### config.mk
export PLATFORM = sky130hd
export DESIGN_NAME = alu_share_arb
export DESIGN_NICKNAME = d
export VERILOG_FILES = /design/src/rtl/alu_share_arb.sv
export SDC_FILE = /design/constraint.sdc
export NUM_CORES = 1
export LEC_CHECK = 0
export ABC_AREA = 1
export BUFFER_PORTS_ARGS = -buffer_cell sky130_fd_sc_hd__buf_2
export CELL_PAD_IN_SITES_DETAIL_PLACEMENT = 0
export CELL_PAD_IN_SITES_GLOBAL_PLACEMENT = 1
export CORE_ASPECT_RATIO = 1.25
export CORE_MARGIN = 2
export CORE_UTILIZATION = 28
export CTS_BUF_LIST = sky130_fd_sc_hd__clkbuf_2
export DETAILED_ROUTE_END_ITERATION = 6
export PLACE_DENSITY_LB_ADDON = 0.25
export SLEW_MARGIN = 20
export SYNTH_ARGS = -nofsm -noshare
export SYNTH_HDL_FRONTEND = slang
export SYNTH_SLANG_ARGS = --single-unit
export TNS_END_PERCENT = 10
### constraint.sdc
create_clock -name Clk -period 1.46 [get_ports Clk]
set_clock_uncertainty 0.1 [all_clocks]
set_input_delay 0.292 -clock Clk [delete_from_list [all_inputs] [get_ports Clk]]
set_output_delay 0.292 -clock Clk [all_outputs]
set_load 0.05 [all_outputs]
### src/rtl/alu_share_arb.sv
// Shares one combinational ALU between the EX stage (port 0) and an
// auxiliary unit (port 1) using round-robin arbitration.
//
// Ports:
//   Clk, Reset_N               clock, async active-low reset
//   Req{0,1}Valid/Ready        request handshake per port
//   Req{0,1}In0/In1/Op         request operands and opcode
//   AluIn0/AluIn1/AluOp        registered operands to the ALU
//   AluOut/AluOF               ALU result and raw overflow
//   RspValid/RspReady          per-port one-hot response handshake
//   RspData/RspOF              held result and masked overflow
//   Busy                       high whenever not IDLE
//   OfTrap/OfTrapSrc           only with ALU_ARB_OF_TRAP_EN: one-cycle
//                              overflow pulse and the port that caused it
module alu_share_arb #(
    parameter int              DATA_W  = 32,
    parameter int              OP_W    = 4,
    parameter logic [OP_W-1:0] NOP_OP  = 4'h0,
    parameter logic [OP_W-1:0] ADDS_OP = 4'h2,
    parameter logic [OP_W-1:0] SUBS_OP = 4'h3
) (
    input  logic              Clk,
    input  logic              Reset_N,
    input  logic              Req0Valid,
    output logic              Req0Ready,
    input  logic [DATA_W-1:0] Req0In0,
    input  logic [DATA_W-1:0] Req0In1,
    input  logic [OP_W-1:0]   Req0Op,
    input  logic              Req1Valid,
    output logic              Req1Ready,
    input  logic [DATA_W-1:0] Req1In0,
    input  logic [DATA_W-1:0] Req1In1,
    input  logic [OP_W-1:0]   Req1Op,
    output logic [DATA_W-1:0] AluIn0,
    output logic [DATA_W-1:0] AluIn1,
    output logic [OP_W-1:0]   AluOp,
    input  logic [DATA_W-1:0] AluOut,
    input  logic              AluOF,
    output logic [1:0]        RspValid,
    input  logic [1:0]        RspReady,
    output logic [DATA_W-1:0] RspData,
    output logic              RspOF,
`ifdef ALU_ARB_OF_TRAP_EN
    output logic              OfTrap,
    output logic              OfTrapSrc,
`endif
    output logic              Busy
);

    typedef enum logic [1:0] {
        IDLE = 2'd0,
        EXEC = 2'd1,
        RESP = 2'd2
    } state_e;

    state_e            state_q, state_d;
    logic              last_q, last_d;
    logic              gnt_q, gnt_d;
    logic [DATA_W-1:0] in0_q, in0_d;
    logic [DATA_W-1:0] in1_q, in1_d;
    logic [OP_W-1:0]   op_q, op_d;
    logic [1:0]        rsp_valid_q, rsp_valid_d;
    logic [DATA_W-1:0] rsp_data_q, rsp_data_d;
    logic              rsp_of_q, rsp_of_d;

    logic win0, win1;
    logic of_masked;

    // On contention the port that did not win last time takes the grant.
    assign win0 = Req0Valid && (!Req1Valid || last_q);
    assign win1 = Req1Valid && (!Req0Valid || !last_q);

    // OF is only meaningful for the signed add/subtract opcodes.
    assign of_masked = AluOF && ((op_q == ADDS_OP) || (op_q == SUBS_OP));

    always_comb begin
        state_d     = state_q;
        last_d      = last_q;
        gnt_d       = gnt_q;
        in0_d       = in0_q;
        in1_d       = in1_q;
        op_d        = op_q;
        rsp_valid_d = rsp_valid_q;
        rsp_data_d  = rsp_data_q;
        rsp_of_d    = rsp_of_q;
        Req0Ready   = 1'b0;
        Req1Ready   = 1'b0;
        unique case (state_q)
            IDLE: begin
                Req0Ready = win0;
                Req1Ready = win1;
                if (win0 || win1) begin
                    in0_d   = win1 ? Req1In0 : Req0In0;
                    in1_d   = win1 ? Req1In1 : Req0In1;
                    op_d    = win1 ? Req1Op : Req0Op;
                    last_d  = win1;
                    gnt_d   = win1;
                    state_d = EXEC;
                end
            end
            EXEC: begin
                rsp_data_d  = AluOut;
                rsp_of_d    = of_masked;
                rsp_valid_d = gnt_q ? 2'b10 : 2'b01;
                in0_d       = '0;
                in1_d       = '0;
                op_d        = NOP_OP;
                state_d     = RESP;
            end
            RESP: begin
                if (RspReady[gnt_q]) begin
                    rsp_valid_d = 2'b00;
                    state_d     = IDLE;
                end
            end
            default: state_d = IDLE;
        endcase
    end

    always_ff @(posedge Clk or negedge Reset_N) begin
        if (!Reset_N) begin
            state_q     <= IDLE;
            last_q      <= 1'b1;
            gnt_q       <= 1'b0;
            in0_q       <= '0;
            in1_q       <= '0;
            op_q        <= NOP_OP;
            rsp_valid_q <= 2'b00;
            rsp_data_q  <= '0;
            rsp_of_q    <= 1'b0;
        end else begin
            state_q     <= state_d;
            last_q      <= last_d;
            gnt_q       <= gnt_d;
            in0_q       <= in0_d;
            in1_q       <= in1_d;
            op_q        <= op_d;
            rsp_valid_q <= rsp_valid_d;
            rsp_data_q  <= rsp_data_d;
            rsp_of_q    <= rsp_of_d;
        end
    end

`ifdef ALU_ARB_OF_TRAP_EN
    logic trap_q, trap_src_q;

    always_ff @(posedge Clk or negedge Reset_N) begin
        if (!Reset_N) begin
            trap_q     <= 1'b0;
            trap_src_q <= 1'b0;
        end else begin
            trap_q <= (state_q == EXEC) && of_masked;
            if ((state_q == EXEC) && of_masked) begin
                trap_src_q <= gnt_q;
            end
        end
    end

    assign OfTrap    = trap_q;
    assign OfTrapSrc = trap_src_q;
`endif

    assign AluIn0   = in0_q;
    assign AluIn1   = in1_q;
    assign AluOp    = op_q;
    assign RspValid = rsp_valid_q;
    assign RspData  = rsp_data_q;
    assign RspOF    = rsp_of_q;
    assign Busy     = (state_q != IDLE);

endmodule

==> metrics.cfg <==
[synth]
synth_area_um2=5210
yosysUniqueCellTypes=16
synthCells=701
ys_seq_elements=107
synth_top_area_share_pct=50.9
synth_area_leaders=dfrtp_1, nand2_1, nand3_1
synth_top_cell_by_area=dfrtp_1
syn_nets=876
yosysWarnings=0
yosysSeqAreaShare_pct=51.4
avgSynthCellArea_um2=7.43

[floorplan]
rows=55
core-area_um2=18200
ios=281
dieArea_um2=19700
die_w_um=126
die_h_um=156
start_util_pct=28.7

[placed_design]
pre_cts_slack_ns=-0.0528
place_congestion=0.783
dp_cells=1186
port_buffers=280
dpl_cell_area_um2=7010
dpl.hpwl_um=13100

[cells_and_area]
nFillCells=1713
design_area_um2=10100
drive_gt1_share_pct=31.6
layout.cells.non_filler=1404
fin_nets=1345
areaGrowthSynthToFinish_pct=93.7

[sta]
drv_slew=0
max_slew_margin_pct=48.7
rsz0062_at_grt=yes
clock.fmax_mhz=499
hold_violations=0
worst_pin_slew_ns=0.770
setup_ws_ns=-0.542
min_period_ns=2.00
fin_hold_ws_ns=0.0970
finalSetupViolCount=175
fin_crit_sh_pct=137

[routing]
drt_iter0_drc=252
drc=0
wire_per_inst_um=15.8
detail-route-antenna-nets=0
routed_wl_um=22200
vias_per_cell=4.61
drtPass1Iterations=4
vias=6479

[setup_path]
crit_path_end_kind=output port
cp-start-kind=flop
crit_required_ns=1.07
crit_type=flop to output port
critPathMaxFanout=2
worstPathArrival_ns=1.61

[cts]
h-tree-depth=3
cts_tree=yes
clock-sinks=107
clock_path_buffers=2
cts_buffers=9
worstSkewPairLatency_ns=0.59
clockRootBuffer=clkbuf_2
path_clk_slew_ns=0.28

[global_route]
first_global_vias=6647
grt_overflow=0
antenna_found_initial=1
grt_max_degree=59
grt_pass1_wl_um=33300
grt.total_usage_pct=20.8

[pwr]
ir_drop_v=0.000996
power_uw=20500
powerDensity_nw_per_um2=2030
p_leak_uw=0.00551

[worst_hold_path]
min_path_type=input port to flop

[flow_run]
max-cap-violations=0

[status]
status=complete, but fails checks
violations=negative setup slack

-- worst paths after layout --
kind,from,endpoint,slack (ns),depth (start not counted)
min in group asynchronous,Reset_N,last_q,0.12,2
min reg2reg,RspData[16],RspData[16],0.44,2
max reg2reg,last_q,AluIn0[2],-0.22,9
max in group asynchronous,Reset_N,RspData[13],0.34,3
max,last_q,Req1Ready,-0.54,5
min,Req0Valid,last_q,0.1,5
-- cell usage after synthesis --
library cell  instances
nand2_1             358
nand3_1             162
dfrtp_1             106
buf_2                31
clkbuf_1             12
inv_1                 9
buf_4                 8
o21ai_0               4
nor2_1                3
nand2_2               2
a21oi_1               1
buf_1                 1
buf_6                 1
dfstp_2               1
nand3_2               1
nor2_2                1
-- flip-flops by register name, indices dropped and copies added, names as in the netlist --
register,flops
AluOp,4
RspOF,1
RspData,32
RspValid,2
AluIn1,32
last_q,1
gnt_q,1
AluIn0,32
state_q,2
-- cells by family (layout without fill, tap and decap cells) --
logic type	Yosys count	count (layout)	share of synthesized area, %
AND/OR/NAND/NOR	527	527	42.1
AO/OA/AOI/OAI	5	5	0.480
other	0	1	0
buffers and inverters	62	536	5.93
flip-flops	107	107	51.4
-- cell type report --
class / count / area, um^2 / area share, %
Antenna cell: 1 / 2.50 / 0.0248
Clock buffer: 11 / 55.1 / 0.546
Clock inverter: 5 / 77.6 / 0.769
Inverter: 9 / 33.8 / 0.335
Multi-Input combinational cell: 532 / 2320 / 23.1
Sequential cell: 107 / 2680 / 26.6
Tap cell: 228 / 285 / 2.83
Timing Repair Buffer: 511 / 4630 / 45.9
-- stage by stage --
stage	setup TNS (ns)	util [%]
CTS	-54.84	53.2
global placement	-0.676	38.6
finish	-27.78	55.5
global route	-44.15	55.5
floorplan	0	-
detailed placement	-1.50	38.6
-- metal layers --
| metal | up-vias | wire, um | global-route usage, % |
|---|---|---|---|
| li1 | 3172 | - | - |
| met1 | 3046 | 8960 | 23.9 |
| met2 | 226 | 11600 | 38.1 |
| met3 | 35 | 1160 | 4.72 |
| met4 | 0 | 452 | 7.06 |
| met5 | - | 0 | 0 |
-- power by group --
group | leakage, uW | internal (uW) | switching, uW | total, uW
Clock | 0.0000819 | 573 | 1030 | 1600
Sequential | 0.00136 | 4220 | 906 | 5120
Combinational | 0.00406 | 5280 | 8450 | 13700
Total | 0.00551 | 10100 | 10400 | 20500
-- cell usage in the layout (no fill, tap or decap) --
cell	n
nand2_1	354
buf_2	173
dlygate4sd3_1	172
nand3_1	158
buf_6	114
dfrtp_1	106
buf_4	25
buf_12	13
clkbuf_2	11
clkbuf_16	10
inv_1	5
inv_2	4
nand2_4	4
o21ai_0	4
nand3_4	3
nor2_1	3
buf_8	3
nand2_8	2
nand3_2	2
clkinv_2	2
bufinv_16	2
diode_2	1
nor2_4	1
a21oi_1	1
clkinvlp_4	1
dlymetal6s4s_1	1
dfstp_2	1
-- worst max-delay path, stage by stage, from the launching register on --
cell and delay [ns]:
dfstp_2 0.60, buf_4 0.11, nand2_4 0.05, nand3_4 0.08, inv_2 0.04, buf_6 0.14
-- what timing repair did --
| item | 4_1_cts | 5_1_grt |
|---|---|---|
| buffers inserted | 12 | 8 |
| cloned | 0 | 12 |
| endpoints found under the setup margin | 174 | 191 |
| resized for setup | 223 | 26 |
| pin swaps | 3 | 6 |
| hold endpoints to repair | 212 | 0 |
| hold buffers | 173 | 0 |
Note: power is estimated with default switching activity, not from simulation.
